===== src/rtl/except_merge_stage_pkg.sv =====
// Shared exception types, cause codes and shadow FSM state for the merge stages.
// Latency: n/a (types and constants only).
// Backpressure: n/a.
package ExceptStruct;

   // Exception record carried down the pipeline with each instruction
   typedef struct packed {
      logic        except;
      logic [63:0] epc;
      logic [63:0] ecause;
      logic [63:0] etval;
   } ExceptPack;

   // Cause codes for the locally detected sources
   localparam logic [63:0] INST_MISALIGN     = 64'd0;
   localparam logic [63:0] INST_ACCESS_FAULT = 64'd1;
   localparam logic [63:0] ILLEGAL_INST      = 64'd2;
   localparam logic [63:0] INST_PAGE_FAULT   = 64'd12;
   localparam logic [63:0] LOAD_PAGE_FAULT   = 64'd13;
   localparam logic [63:0] STORE_PAGE_FAULT  = 64'd15;

   // Shadow FSM: RUN passes instructions, SHADOW squashes them until a flush
   typedef enum logic {
      RUN    = 1'b0,
      SHADOW = 1'b1
   } shadow_state_e;

endpackage


===== src/rtl/except_merge_stage_prio_sel.sv =====
// Fixed-priority selector over the local exception sources; index 0 wins.
// Latency: purely combinational.
// Backpressure: none, outputs follow the inputs directly.
module except_prio_sel #(
   parameter int NUM_SRC = 4,
   parameter int IDX_W   = (NUM_SRC > 1) ? $clog2(NUM_SRC) : 1
) (
   input  logic [NUM_SRC-1:0]       hit_i,
   input  logic [NUM_SRC-1:0][63:0] cause_i,
   input  logic [NUM_SRC-1:0][63:0] tval_i,
   output logic                     hit_o,
   output logic [IDX_W-1:0]         idx_o,
   output logic [63:0]              cause_o,
   output logic [63:0]              tval_o
);

   // Scan from the lowest priority upward so the lowest set index is the final assignment
   always_comb begin
      hit_o   = 1'b0;
      idx_o   = '0;
      cause_o = '0;
      tval_o  = '0;
      for (int i = NUM_SRC - 1; i >= 0; i--) begin
         if (hit_i[i]) begin
            hit_o   = 1'b1;
            idx_o   = IDX_W'(i);
            cause_o = cause_i[i];
            tval_o  = tval_i[i];
         end
      end
   end

endmodule


===== src/rtl/except_merge_stage.sv =====
// Merges the inherited exception with local sources and registers the winner; shadow FSM squashes younger instrs.
// Latency: 1 cycle to valid_o/except_o; except_happen_o is combinational.
// Backpressure: stall holds register, FSM and counter; flush clears the register and beats stall.
import ExceptStruct::*;

module except_merge_stage #(
   parameter int NUM_SRC   = 4,
   parameter int SHADOW_EN = 1,
   parameter int CNT_W     = 8
) (
   input  logic                     clk,
   input  logic                     rst,
   input  logic                     stall,
   input  logic                     flush,
   input  logic                     valid_i,
   input  logic [63:0]              pc_i,
   input  ExceptPack                except_i,
   input  logic [NUM_SRC-1:0]       src_hit_i,
   input  logic [NUM_SRC-1:0][63:0] src_cause_i,
   input  logic [NUM_SRC-1:0][63:0] src_tval_i,
   output logic                     valid_o,
   output ExceptPack                except_o,
   output logic                     except_happen_o,
   output logic                     shadow_o,
   output logic [CNT_W-1:0]         squash_cnt_o
);

   localparam int IDX_W = (NUM_SRC > 1) ? $clog2(NUM_SRC) : 1;

   logic               loc_hit;
   logic [IDX_W-1:0]   loc_idx;
   logic [63:0]        loc_cause;
   logic [63:0]        loc_tval;
   ExceptPack          sel;
   logic               eff_valid;
   ExceptPack          eff_except;
   shadow_state_e      state_q, state_d;
   logic               valid_q;
   ExceptPack          except_q;
   logic [CNT_W-1:0]   cnt_q, cnt_d;

   except_prio_sel #(
      .NUM_SRC (NUM_SRC),
      .IDX_W   (IDX_W)
   ) u_prio_sel (
      .hit_i   (src_hit_i),
      .cause_i (src_cause_i),
      .tval_i  (src_tval_i),
      .hit_o   (loc_hit),
      .idx_o   (loc_idx),
      .cause_o (loc_cause),
      .tval_o  (loc_tval)
   );

   // The selected index must always point at a requesting source
   a_idx_consistent : assert property (@(posedge clk) disable iff (!rst)
      loc_hit |-> src_hit_i[loc_idx]);

   // Merge: an exception inherited from upstream is older and always wins over local ones
   always_comb begin
      sel = '0;
      if (valid_i && except_i.except) begin
         sel = except_i;
      end else if (valid_i && loc_hit) begin
         sel.except = 1'b1;
         sel.epc    = pc_i;
         sel.ecause = loc_cause;
         sel.etval  = loc_tval;
      end
   end

   // Effective input: in SHADOW the instruction is squashed before it reaches the register
   always_comb begin
      eff_valid  = valid_i && (state_q == RUN);
      eff_except = (state_q == RUN) ? sel : '0;
   end

   // FSM state register
   always_ff @(posedge clk) begin
      if (!rst) begin
         state_q <= RUN;
      end else begin
         state_q <= state_d;
      end
   end

   // FSM next state: enter SHADOW only on an accepted capture, leave only on flush
   always_comb begin
      state_d = state_q;
      if (flush) begin
         state_d = RUN;
      end else if (!stall && (state_q == RUN) && sel.except && (SHADOW_EN != 0)) begin
         state_d = SHADOW;
      end
   end

   // FSM outputs: the request stays visible while stalled but is withdrawn by a flush
   always_comb begin
      shadow_o        = (state_q == SHADOW);
      except_happen_o = sel.except && (state_q == RUN) && !flush;
   end

   // Stage register for the next pipeline stage
   always_ff @(posedge clk) begin
      if (!rst) begin
         valid_q  <= 1'b0;
         except_q <= '0;
      end else if (flush) begin
         valid_q  <= 1'b0;
         except_q <= '0;
      end else if (!stall) begin
         valid_q  <= eff_valid;
         except_q <= eff_except;
      end
   end

   // Squash counter next value: counts squashed instructions, sticks at all-ones, survives flush
   always_comb begin
      cnt_d = cnt_q;
      if (!flush && !stall && (state_q == SHADOW) && valid_i && (cnt_q != {CNT_W{1'b1}})) begin
         cnt_d = cnt_q + CNT_W'(1);
      end
   end

   // Squash counter register, cleared only by reset
   always_ff @(posedge clk) begin
      if (!rst) begin
         cnt_q <= '0;
      end else begin
         cnt_q <= cnt_d;
      end
   end

   assign valid_o      = valid_q;
   assign except_o     = except_q;
   assign squash_cnt_o = cnt_q;

endmodule


===== config.mk =====
export PLATFORM = sky130hd
export DESIGN_NAME = except_merge_stage
export DESIGN_NICKNAME = d
export VERILOG_FILES = /design/src/rtl/except_merge_stage_pkg.sv /design/src/rtl/except_merge_stage_prio_sel.sv /design/src/rtl/except_merge_stage.sv
export SDC_FILE = /design/constraint.sdc
export NUM_CORES = 1
export LEC_CHECK = 0
export CORE_AREA = 2 2 385 387
export CTS_BUF_LIST = sky130_fd_sc_hd__clkbuf_8
export CTS_CLUSTER_SIZE = 30
export DETAILED_ROUTE_END_ITERATION = 8
export DIE_AREA = 0 0 387 389
export MAX_ROUTING_LAYER = met4
export PLACE_DENSITY = 0.4
export SYNTH_ARGS = -nofsm -noshare
export SYNTH_HDL_FRONTEND = slang
export SYNTH_HIERARCHICAL = 1
export SYNTH_SLANG_ARGS = --single-unit

===== constraint.sdc =====
create_clock -name clk -period 1.9 [get_ports clk]
set_clock_uncertainty 0.05 [all_clocks]
set_input_delay 0.38 -clock clk [delete_from_list [all_inputs] [get_ports clk]]
set_output_delay 0.38 -clock clk [all_outputs]
set_load 0.03 [all_outputs]

==> results.toml <==
[status]
status = "complete, no violations"

[critical_path]
cpPeakStageDelay_ns = 0.57
critPathLaunchType = "input port"
arrival_ns = 1.46
worstPathCellList = "clkdlybuf4s50_1 > nor4b_4 > buf_6"
crit_buf_inv = 2
endpoint_kind = "output pin"
critPathKind = "in -> out"
cp_slowest_cell = "clkdlybuf4s50_1"
critical_path.top_delay_family = "buffers and inverters"
required_ns = 1.47
crit_fanout = 5

[floorplanning]
fp.dieW_um = 387
core_mm2 = 0.147
start_util_pct = 7.65
io_pins = 982
die_y_um = 389
rows = 141
die-area_mm2 = 0.151

[layout]
fin_nets = 3239
stdcell_count = 4450
fillers = 16600
syn2layout_area_growth_pct = 127
drive_above_1_share_pct = 20.6
finalInstanceArea_mm2 = 0.0255
multi_input_area_mm2 = 0.00609
regArea_mm2 = 0.00407

[yosys]
yosysWarnings = 6
syn-cell-area_mm2 = 0.0112
syn_area_per_cell_um2 = 8.09
synthCells = 1386
synthesis.nets = 2165

[detailed_routing]
drcViolationCount = 0
avgRoutedWirePerCell_um = 23.6
initialDrtViolationCount = 967
drt_wl_total_um = 105000
vias = 15900
viasPerCell = 3.56
first_pass_iters = 5
antenna_left = 0

[timing]
finalHoldViolations = 0
rsz0062_at_grt = "yes"
finalCritPeriodShare_pct = 99.7
layout_min_cycle_time_ns = 1.89
fmax_mhz = 528
max-slew-margin-rel_pct = 54.7
drv_slew = 0
finalSetupViolCount = 0
worst-slew-pin-transition_ns = 0.679
setup_slack_ns = 0.00571
tns_ns = 0

[grt]
grt_usage_pct = 13.6
grt_pass1_wl_um = 139000
grt_overflow = 0
grt_max_degree = 78
grt_pass1_vias = 16400
antenna_found_initial = 35

[pwr]
swShare_pct = 31.1
powerDensity_mw_per_mm2 = 563
power.internal_w = 0.00989
comb_power_share_pct = 29.5
p_leak_nw = 8.72
ir_drop_mv = 0.347
power.switching_w = 0.00446
clkPwrFrac_pct = 39.8
seqPwrFrac_pct = 30.7

[placement]
pre_cts_slack_ns = -1.02
globalplace.congestion = 0.907
dp_cells = 4339
io_buffers = 981
placed_area_mm2 = 0.0243
hpwlAfterDp_um = 87300

[cts]
path_clk_slew_ns = 0.06
root_buffer = "clkbuf_8"
clk_latency_ns = 0.67
cts_made_buffers = 49
htreeDepth = 2
cts.sinks = 203
cts_max_path_buffers = 3
tritoncts = "built"

[flow_run]
maxCapViolations = 0

[min_path]
holdCritPathClass = "in -> reg"
layout make-up:
class / count / area share, %
timing repair buffer: 1181 / 46.4
antenna: 21 / 0.206
multi-input combinational: 1019 / 23.9
tap: 1930 / 9.47
sequential: 203 / 16.0
clock inverter: 32 / 0.879
inverter: 6 / 0.108
clock buffer: 58 / 3.13
per-layer routing:
layer,wire (um),track usage (%)
met1,44200,16.2
met2,49200,21.7
met3,8930,4.72
met4,2550,3.96
met5,0,-
power groups by stage:
| stage | registers [W] | logic (W) | clock network [W] |
|---|---|---|---|
| 2_1_floorplan | 0.00467 | 0.00118 | 0 |
| 3_3_place_gp | 0.00450 | 0.00432 | 0 |
| 3_5_place_dp | 0.00450 | 0.00431 | 0 |
| 4_1_cts | 0.00441 | 0.00430 | 0.00607 |
| 5_1_grt | 0.00442 | 0.00450 | 0.00621 |
| 6_report | 0.00441 | 0.00423 | 0.00571 |
worst register-to-register path, stage by stage, from the launching register on:
cell       delay (ns)
dfxtp_1          0.42
ha_1             0.27
nand2_1          0.09
a2111oi_0        0.49
buf_4            0.20
mux2i_1          0.17
path summary, 6_finish.rpt:
kind	from	endpoint	slack [ns]	cells past startpoint
setup / recovery	flush	except_happen_o	0.006	3
hold / removal	except_i[130]	except_o[130]	0.30	3
setup reg to reg	squash_cnt_o[0]	squash_cnt_o[4]	0.14	5
hold reg to reg	except_o[94]	except_o[94]	0.39	2
sequential cells by signal (all words and copies together) (netlist names):
| name | flops |
|---|---|
| squash_cnt_o | 8 |
| valid_o | 1 |
| except_o | 193 |
| shadow_o | 1 |
layout by cell type, fill, tap and decap left out, types with 2 or more instances in the layout:
| master | count |
|---|---|
| buf_6 | 2 |
| buf_4 | 190 |
| nor2_1 | 2 |
| clkinv_2 | 9 |
| clkbuf_4 | 2 |
| nand2b_1 | 3 |
| clkdlybuf4s15_1 | 5 |
| clkbuf_2 | 2 |
| a22oi_1 | 300 |
| o22ai_1 | 128 |
| nor2_4 | 2 |
| bufinv_16 | 3 |
| nand4_1 | 2 |
| clkbuf_8 | 58 |
| dfxtp_1 | 199 |
| dfxtp_2 | 4 |
| clkdlybuf4s15_2 | 151 |
| and3_1 | 2 |
| nand2_1 | 204 |
| inv_1 | 22 |
| diode_2 | 21 |
| inv_6 | 3 |
| a21oi_1 | 132 |
| o21ai_0 | 13 |
| o21ai_1 | 180 |
| buf_2 | 17 |
| a22oi_2 | 19 |
| and3b_4 | 2 |
| nand3_1 | 2 |
| mux2i_1 | 5 |
| clkdlybuf4s50_1 | 772 |
| buf_12 | 38 |
repair_timing:
action,CTS,global route
setup buffers,0,0
resized for setup,601,7
setup endpoints to repair,192,4
pin swaps,1,0
hold buffers,0,0
metrics by stage:
step                hold WS, ns  utilization [%]  total power (W)
finish                    0.305             17.4           0.0144
global route              0.244             17.4           0.0151
CTS                       0.192             17.4           0.0148
detailed placement        0.391             16.6          0.00881
global placement          0.385             16.6          0.00882
floorplan                 0.455                -          0.00585
(Power assumes the default switching activity.)
